### config.mk
export PLATFORM = sky130hd
export DESIGN_NAME = rr_mux_arbiter
export DESIGN_NICKNAME = d
export VERILOG_FILES = /design/src/rtl/arb_pkg.sv /design/src/rtl/grant_decoder.sv /design/src/rtl/rr_mux_arbiter.sv
export SDC_FILE = /design/constraint.sdc
export NUM_CORES = 1
export LEC_CHECK = 0
export BUFFER_PORTS_ARGS = -buffer_cell sky130_fd_sc_hd__buf_4
export CELL_PAD_IN_SITES_DETAIL_PLACEMENT = 2
export CELL_PAD_IN_SITES_GLOBAL_PLACEMENT = 2
export CORE_MARGIN = 10
export CORE_UTILIZATION = 30
export DETAILED_ROUTE_END_ITERATION = 12
export PLACE_DENSITY = 0.8
export SYNTH_ARGS = -nofsm -noshare
export SYNTH_HDL_FRONTEND = slang
export SYNTH_SLANG_ARGS = --single-unit
export TNS_END_PERCENT = 5
### constraint.sdc
create_clock -name clk -period 2.83 [get_ports clk]
set_clock_uncertainty 0.1 [all_clocks]
set_input_delay 0.849 -clock clk [delete_from_list [all_inputs] [get_ports clk]]
set_output_delay 0.849 -clock clk [all_outputs]
set_load 0.01 [all_outputs]
### src/rtl/arb_pkg.sv
// Shared definitions for the round-robin mux arbiter: FSM states, sizing
// constants and the rotating find-first search used for every arbitration.
package arb_pkg;

  localparam int NUM_REQ = 4;
  localparam int SEL_W   = 2;

  typedef enum logic {
    IDLE  = 1'b0,
    GRANT = 1'b1
  } arb_state_t;

  // Result of one arbitration: whether anyone won, and who.
  typedef struct packed {
    logic             found;
    logic [SEL_W-1:0] idx;
  } rr_pick_t;

  // Search req starting at index ptr, wrapping 3->0, ignoring bits set in
  // excl. Walking the offsets from farthest to nearest lets the nearest
  // set bit overwrite the result, so the first hit after ptr wins.
  function automatic rr_pick_t rr_find(input logic [NUM_REQ-1:0] req,
                                       input logic [SEL_W-1:0]   ptr,
                                       input logic [NUM_REQ-1:0] excl);
    rr_pick_t             pick;
    logic [NUM_REQ-1:0]   masked;
    logic [SEL_W-1:0]     k;
    pick.found = 1'b0;
    pick.idx   = '0;
    masked     = req & ~excl;
    for (int n = NUM_REQ - 1; n >= 0; n--) begin
      k = ptr + SEL_W'(n);
      if (masked[k]) begin
        pick.found = 1'b1;
        pick.idx   = k;
      end
    end
    return pick;
  endfunction

endpackage

### src/rtl/grant_decoder.sv
// 2-to-4 select decode with enable: turns the owner index into the one-hot
// grant/enable vector, all-zero when no grant is active.
module grant_decoder
  import arb_pkg::*;
(
  input  logic [SEL_W-1:0]   sel,
  input  logic               en,
  output logic [NUM_REQ-1:0] gnt
);

  // One comparator per output line; at most one can match a given sel.
  for (genvar gi = 0; gi < NUM_REQ; gi++) begin : g_dec
    assign gnt[gi] = en && (sel == SEL_W'(gi));
  end

endmodule

### src/rtl/rr_mux_arbiter.sv
// Round-robin arbiter and sequencer for a shared 4:1 output mux.
// Grants one requester at a time, hands off with no idle bubble, and drives
// the select, one-hot enables and the gated output data.
// Optional feature macro ARB_TIMEOUT_EN: limits an owner to HOLD_MAX
// consecutive grant cycles while somebody else is waiting.
module rr_mux_arbiter
  import arb_pkg::*;
#(
  parameter int DW       = 1,
  parameter int HOLD_MAX = 8
) (
  input  logic          clk,
  input  logic          rst,
  input  logic [3:0]    req,
  input  logic [DW-1:0] i0,
  input  logic [DW-1:0] i1,
  input  logic [DW-1:0] i2,
  input  logic [DW-1:0] i3,
  output logic [3:0]    gnt,
  output logic [1:0]    sel,
  output logic          valid,
  output logic [DW-1:0] out
);

  // A zero hold limit would make the timeout counter meaningless.
  if (HOLD_MAX < 1) begin : g_hold_max_invalid
    $error("rr_mux_arbiter: HOLD_MAX must be at least 1");
  end

  arb_state_t         state_reg, state_next;
  logic [SEL_W-1:0]   ptr_reg, ptr_next;
  logic [SEL_W-1:0]   sel_reg, sel_next;
  logic               valid_reg, valid_next;

  logic [NUM_REQ-1:0] own_mask;
  logic               hold_expired;
  logic               rel;
  rr_pick_t           pick_idle;
  rr_pick_t           pick_rel;

  // One-hot mask of the current owner, used to exclude it on release.
  always_comb begin
    own_mask          = '0;
    own_mask[sel_reg] = 1'b1;
  end

  // The owner gives up the line when it drops its request or its hold
  // time has run out with someone else waiting.
  assign rel = (state_reg == GRANT) && (!req[sel_reg] || hold_expired);

  // From idle, search from the priority pointer; on release, search from
  // the slot after the old owner with the old owner excluded.
  assign pick_idle = rr_find(req, ptr_reg, '0);
  assign pick_rel  = rr_find(req, sel_reg + SEL_W'(1), own_mask);

`ifdef ARB_TIMEOUT_EN
  localparam int CNT_W = (HOLD_MAX > 1) ? $clog2(HOLD_MAX) : 1;
  localparam logic [CNT_W-1:0] CNT_LAST = CNT_W'(HOLD_MAX - 1);

  logic [CNT_W-1:0] cnt_reg, cnt_next;

  // Count grant cycles of the current owner, saturating at the limit;
  // every release (with or without a new owner) starts a fresh count.
  always_comb begin
    cnt_next = cnt_reg;
    if (state_reg != GRANT || rel) begin
      cnt_next = '0;
    end else if (cnt_reg != CNT_LAST) begin
      cnt_next = cnt_reg + CNT_W'(1);
    end
  end

  assign hold_expired = (cnt_reg == CNT_LAST) && (|(req & ~own_mask));

  // Hold-time counter register.
  always_ff @(posedge clk) begin
    if (rst) begin
      cnt_reg <= '0;
    end else begin
      cnt_reg <= cnt_next;
    end
  end
`else
  assign hold_expired = 1'b0;
`endif

  // Next-state logic: grant from idle, hold, or release with same-edge
  // re-arbitration so a waiting requester takes over with no dead cycle.
  always_comb begin
    state_next = state_reg;
    ptr_next   = ptr_reg;
    sel_next   = sel_reg;
    valid_next = valid_reg;
    case (state_reg)
      IDLE: begin
        if (pick_idle.found) begin
          state_next = GRANT;
          sel_next   = pick_idle.idx;
          valid_next = 1'b1;
        end
      end
      GRANT: begin
        if (rel) begin
          ptr_next = sel_reg + SEL_W'(1);
          if (pick_rel.found) begin
            sel_next = pick_rel.idx;
          end else begin
            state_next = IDLE;
            valid_next = 1'b0;
          end
        end
      end
      default: begin
        state_next = IDLE;
        valid_next = 1'b0;
      end
    endcase
  end

  // Arbiter state registers.
  always_ff @(posedge clk) begin
    if (rst) begin
      state_reg <= IDLE;
      ptr_reg   <= '0;
      sel_reg   <= '0;
      valid_reg <= 1'b0;
    end else begin
      state_reg <= state_next;
      ptr_reg   <= ptr_next;
      sel_reg   <= sel_next;
      valid_reg <= valid_next;
    end
  end

  grant_decoder u_grant_decoder (
    .sel (sel_reg),
    .en  (valid_reg),
    .gnt (gnt)
  );

  logic [DW-1:0] din [NUM_REQ];
  assign din[0] = i0;
  assign din[1] = i1;
  assign din[2] = i2;
  assign din[3] = i3;

  // Output follows the registered owner only, so it never mixes sources.
  assign out   = valid_reg ? din[sel_reg] : '0;
  assign sel   = sel_reg;
  assign valid = valid_reg;

endmodule

* Word level (Yosys, flattened, before mapping)
Index checks and enable logic that the tools add are counted.
** Operators by class
- $add $sub $neg :: 7
- $lt $le $gt $ge :: 11
- Equal/unequal tests :: 7
- Multiplexer cells :: 44
- Bitwise logic cells :: 4
- Reductions and logical operators :: 11
** Operators by type and width (count)
- $lt 2x3->1 const B :: 9
- $mux 3 :: 8
- $bmux 1 s2 :: 10
- $mux 1 :: 19
- $add 2x2->2 const B :: 4
- $add 2x1->2 const B :: 3
- $logic_and 1x1->1 :: 6
- $mux 2 :: 3
- $reduce_and 3->1 :: 2
- $and 4x4->4 :: 1
- $eq 2x2->1 const B :: 2
- $ne 2x1->1 const B :: 2
- $ne 2x2->1 const B :: 2
- $not 4->4 :: 1
- $pmux 1 s2 :: 2
- $pmux 2 s2 :: 1
- $ge 3x3->1 const B :: 1
- $not 2->3 :: 1
- $demux 1 s2 :: 1
- $eq 2x1->1 const B :: 1
- $ge 2x1->1 const B :: 1
- $logic_not 2->1 :: 1
- $reduce_and 2->1 :: 1
- $logic_not 1->1 :: 1
- $not 1->1 :: 1
** Storage, ports and cells
- Bits in registers :: 6
- Bits of input ports :: 10
- Output and inout bits :: 8
- Word-level logic and storage cells :: 88

* Depth between registers and ports, before layout
- Depth after elaboration :: 15
- Gate-level depth with buffers :: 9
- Depth with buffers taken out :: 7

* Modules after synthesis
From an unflattened synthesis, not the netlist that was laid out.
** Second synthesis, totals
- Cells, all modules :: 82
- Area, all modules :: 644.4 µm²
** By module, submodules not included
- rr_mux_arbiter :: instances 1, cells each 78, area each 606.8 µm², sequential area each 120.1 µm²
- grant_decoder :: instances 1, cells each 4, area each 37.5 µm², sequential area each 0.0 µm²

* Worst setup path after synthesis
Ideal clock, no wire load.
- Kind :: register to register
- Start point :: reg sel_reg[0] (netlist: sel[0])
- End point :: reg sel_reg[0] (netlist: sel[0])
- Data arrival time :: 2271 ps
- Data required time :: 2639 ps
- Path slack :: 368 ps
- Cell stages (with the launch flop) :: 8
- Clock period less this slack :: 2462 ps
- Cell sequence :: dfxtp_1 buf_2 inv_1 ha_1 clkbuf_1 mux4_2 o221a_2 a311oi_1
** On the way
- Word-level cells in the longest chain between the ends :: 15
** Ends and longest elaborated chain
- start: declaration :: RTL line rr_mux_arbiter.sv:32 : logic [SEL_W-1:0] sel_reg, sel_next;
- start signal: assignment :: RTL line rr_mux_arbiter.sv:130 : sel_reg <= sel_next;
- $lt 2x3->1 (not written as such) or $ge 2x1->1 (tied branches) :: RTL line rr_mux_arbiter.sv:44 : own_mask[sel_reg] = 1'b1;
- $logic_and 1x1->1 (not written as such) :: RTL line rr_mux_arbiter.sv:44
- $mux 1 (not written as such) :: RTL line rr_mux_arbiter.sv:44
- $demux 1 s2 :: RTL line rr_mux_arbiter.sv:44
- $not 4->4 :: RTL line arb_pkg.sv:30 : masked = req & ~excl;
- $and 4x4->4 :: RTL line arb_pkg.sv:30
- $bmux 1 s2 :: RTL line arb_pkg.sv:33 : if (masked[k]) begin
- $mux 1 (not written as such) :: RTL line arb_pkg.sv:33
- $mux 3 (4 in a row) :: RTL line arb_pkg.sv:33
- $mux 2 :: RTL line rr_mux_arbiter.sv:105 : if (pick_rel.found) begin
- $mux 2 :: RTL line rr_mux_arbiter.sv:103 : if (rel) begin
- $pmux 2 s2 :: RTL line rr_mux_arbiter.sv:94 : case (state_reg)
Parallel ways exist; a longest one is shown, timed or not. The select of a mux whose other input is x is not followed.
A chain may end at the register's enable or synchronous reset.

* Worst setup path after layout
- Start point :: in i3
- End point :: out out
** On the way
- Word-level cells in the longest chain between the ends :: 4
** Ends and longest elaborated chain
- start: declaration :: RTL line rr_mux_arbiter.sv:18 : input logic [DW-1:0] i3,
- $bmux 1 s2 :: RTL line rr_mux_arbiter.sv:148 : assign out = valid_reg ? din[sel_reg] : '0;
- $mux 1 (not written as such) (2 in a row) :: RTL line rr_mux_arbiter.sv:148
- $mux 1 :: RTL line rr_mux_arbiter.sv:148
- end: declaration :: RTL line rr_mux_arbiter.sv:22 : output logic [DW-1:0] out
Every way passes these cells. The select of a mux whose other input is x is not followed.

==> flow_summary_export.csv <==
group,metric,value,unit
global_route,grt_pass1_wl,4310,um
place,hpwl,2080,um
worst_setup_path,max_stage_delay,440,ps
yosys,synth-main-ff-cell,"dfxtp_1",
worst_setup_path,crit_top_cell,"buf_4",
yosys,yosys.area.top_type,"dfxtp_1",
global_route,grt.total_usage,10.1,%
route,vias,811,
clock_network,htreeDepth,1,
sta,max_freq,378,MHz
route,initialDrtViolationCount,23,
floorplanning,die_area,5040,um^2
clock_network,cts.clk_slew.worst_paths,40,ps
final_layout,drive_above_1_share,29.7,%
route,wire_per_inst,18.7,um
worst_setup_path,worst-path-max-fanout,1,
clock_network,clock_sinks,6,
power,power_density,476,nW/um^2
yosys,synth_seq_cells,6,
sta,slew_headroom,67.1,%
yosys,syn_area,779,um^2
sta,tightestPinTransition,493,ps
sta,hold_ws,420,ps
route,routed.top_layer,"met4",
global_route,grt_pass1_vias,830,
sta,finalSetupTns,0,ps
worst_setup_path,crit_family,"multiplexers",
clock_network,postCtsSetupRepairBufs,0,
final_layout,antenna_cells,0,
route,routed-wl-met2,1240,um
clock_network,cts_buffers,3,
worst_setup_path,worstSetupPathType,"input pin to primary output",
final_layout,final_cells,141,
sta,fin_crit_sh,93.6,%
yosys,syn_avg_cell_area,8.12,um^2
yosys,syn_nets,110,
global_route,overflow,0,
yosys,ys_types,41,
floorplanning,boundaryPins,18,
route,postRouteAntennaNets,0,
floorplanning,core_area,2480,um^2
floorplanning,die-height,71.0,um
flow_run,maxCapViolCount,0,
status,status,"completed",
global_route,grt_max_degree,20,
final_layout,syn_to_final_growth,19.7,%
route,route.detailed.drc,0,
worst_setup_path,crit_buf_inv,2,
sta,finalHoldViolCount,0,
sta,rsz0062_at_grt,"no",
floorplanning,die_w,71.0,um
yosys,synthTopCellsByCount,"nor2_1, nand2_1, a21oi_1, dfxtp_1, inv_1",
final_layout,fin_nets,127,
yosys,syn_inst,96,
yosys,synthMostInstantiatedCell,"nor2_1",
worst_setup_path,end_kind,"primary output",
clock_network,cts_root_buffer,"clkbuf_4",
place,io_buffers,17,
clock_network,cts_buffer_depth,2,
route,drtPass1Iterations,4,
clock_network,postCtsResizedCells,0,
sta,min_period,2650,ps
worst_setup_path,worstPathRequired,1880,ps
worst_setup_path,cpMaxStageDelayCell,"mux4_2",
yosys,synth_edf_count,0,
worst_hold_path,hp-class,"flip-flop to flip-flop",
clock_network,ctsHoldBuffers,0,
place,dp_cells,138,
route,finalWirelength,2640,um
worst_setup_path,crit_chain,"buf_4 -> mux4_2 -> and2_1 -> buf_4",
sta,drv_slew,0,
worst_setup_path,arrival,1700,ps
clock_network,clk_latency,240,ps
power,vdd_drop_max,261,uV
yosys,synth_area_leaders,"dfxtp_1, mux4_2, ha_1, nor2_1, a21oi_1",
power,power.leakage,0.384,nW
yosys,yosysTopAreaCellShare,15.4,%
floorplanning,start_util,31.5,%
global_route,antenna_found_initial,0,
route,avgViaCountPerCell,5.75,
route,met1Wirelength,1240,um
yosys,seq_area_frac_synth,15.4,%
yosys,async_flop_share,0,%
clock_network,cts_tree,"built",
final_layout,final_util,37.7,%
place,place_congestion,0.780,
worst_setup_path,startpoint_type,"input pin",
sta,setup_viol,0,
floorplanning,num_rows,18,
yosys,yosysWarnings,0,
route,route.met3.wl,145,um
-- through the flow --
stage	power (W)	instance area [um^2]	setup slack, ps
after floorplan	0.000289	779	368
after global placement	0.000361	911	185
after detailed placement	0.000369	911	174
after CTS	0.000452	933	174
after global routing	0.000487	933	166
final	0.000444	933	182
-- routing by layer --
metal	GRT usage, %	vias up
met5	0	-
met3	3.35	2
met2	16.2	21
met4	2.15	0
li1	-	388
met1	12.8	400
-- final cells by class --
type | count | area, um^2
multi-input combinational | 77 | 588
timing repair buffer | 19 | 143
clock buffer | 3 | 22.5
tap | 30 | 37.5
sequential | 6 | 120
inverter | 6 | 22.5
fill | 306 | 1540
-- worst min-delay path, stage by stage (launching register included) --
cell	delay (ps)
dfxtp_1	340
nand2_1	70
a21oi_1	60
-- worst paths after layout --
kind                                 from                      end  slack, ps  cells past startpoint
setup reg to reg      sel[1]$_SDFFE_PP0P_      sel[1]$_SDFFE_PP0P_        400                      7
hold / removal    ptr_reg[1]$_SDFFE_PP0P_  ptr_reg[1]$_SDFFE_PP0P_        420                      2
setup / recovery                       i3                      out        180                      4
hold reg to reg   ptr_reg[1]$_SDFFE_PP0P_  ptr_reg[1]$_SDFFE_PP0P_        420                      2
-- cell usage in the layout (no fill, tap or decap), types with 2 or more instances in the layout --
cell,instances
o221ai_1,2
nor2_1,12
a311oi_1,2
and2_1,5
o21ai_0,2
nand2_1,8
nor3_1,3
a21oi_1,7
clkbuf_4,3
ha_1,4
dfxtp_1,6
mux4_2,3
nand2b_1,5
buf_4,19
inv_1,6
-- logic make-up after synthesis --
family / after synthesis / share of synthesized area [%]
compound gates: 29 / 31.6
fa+ha+maj: 4 / 6.42
buf+inv: 13 / 9.15
flops: 6 / 15.4
mux: 3 / 8.67
simple gates: 41 / 28.7
-- where the power goes --
part           internal, W  leakage (nW)  total (W)  switching [W]
Clock            0.0000479        0.0138  0.0000780      0.0000301
Combinational     0.000116         0.321   0.000253       0.000137
Sequential       0.0000960        0.0497   0.000114      0.0000176
Total             0.000260         0.384   0.000444       0.000185
No activity file was read; power rests on OpenSTA's default activity.
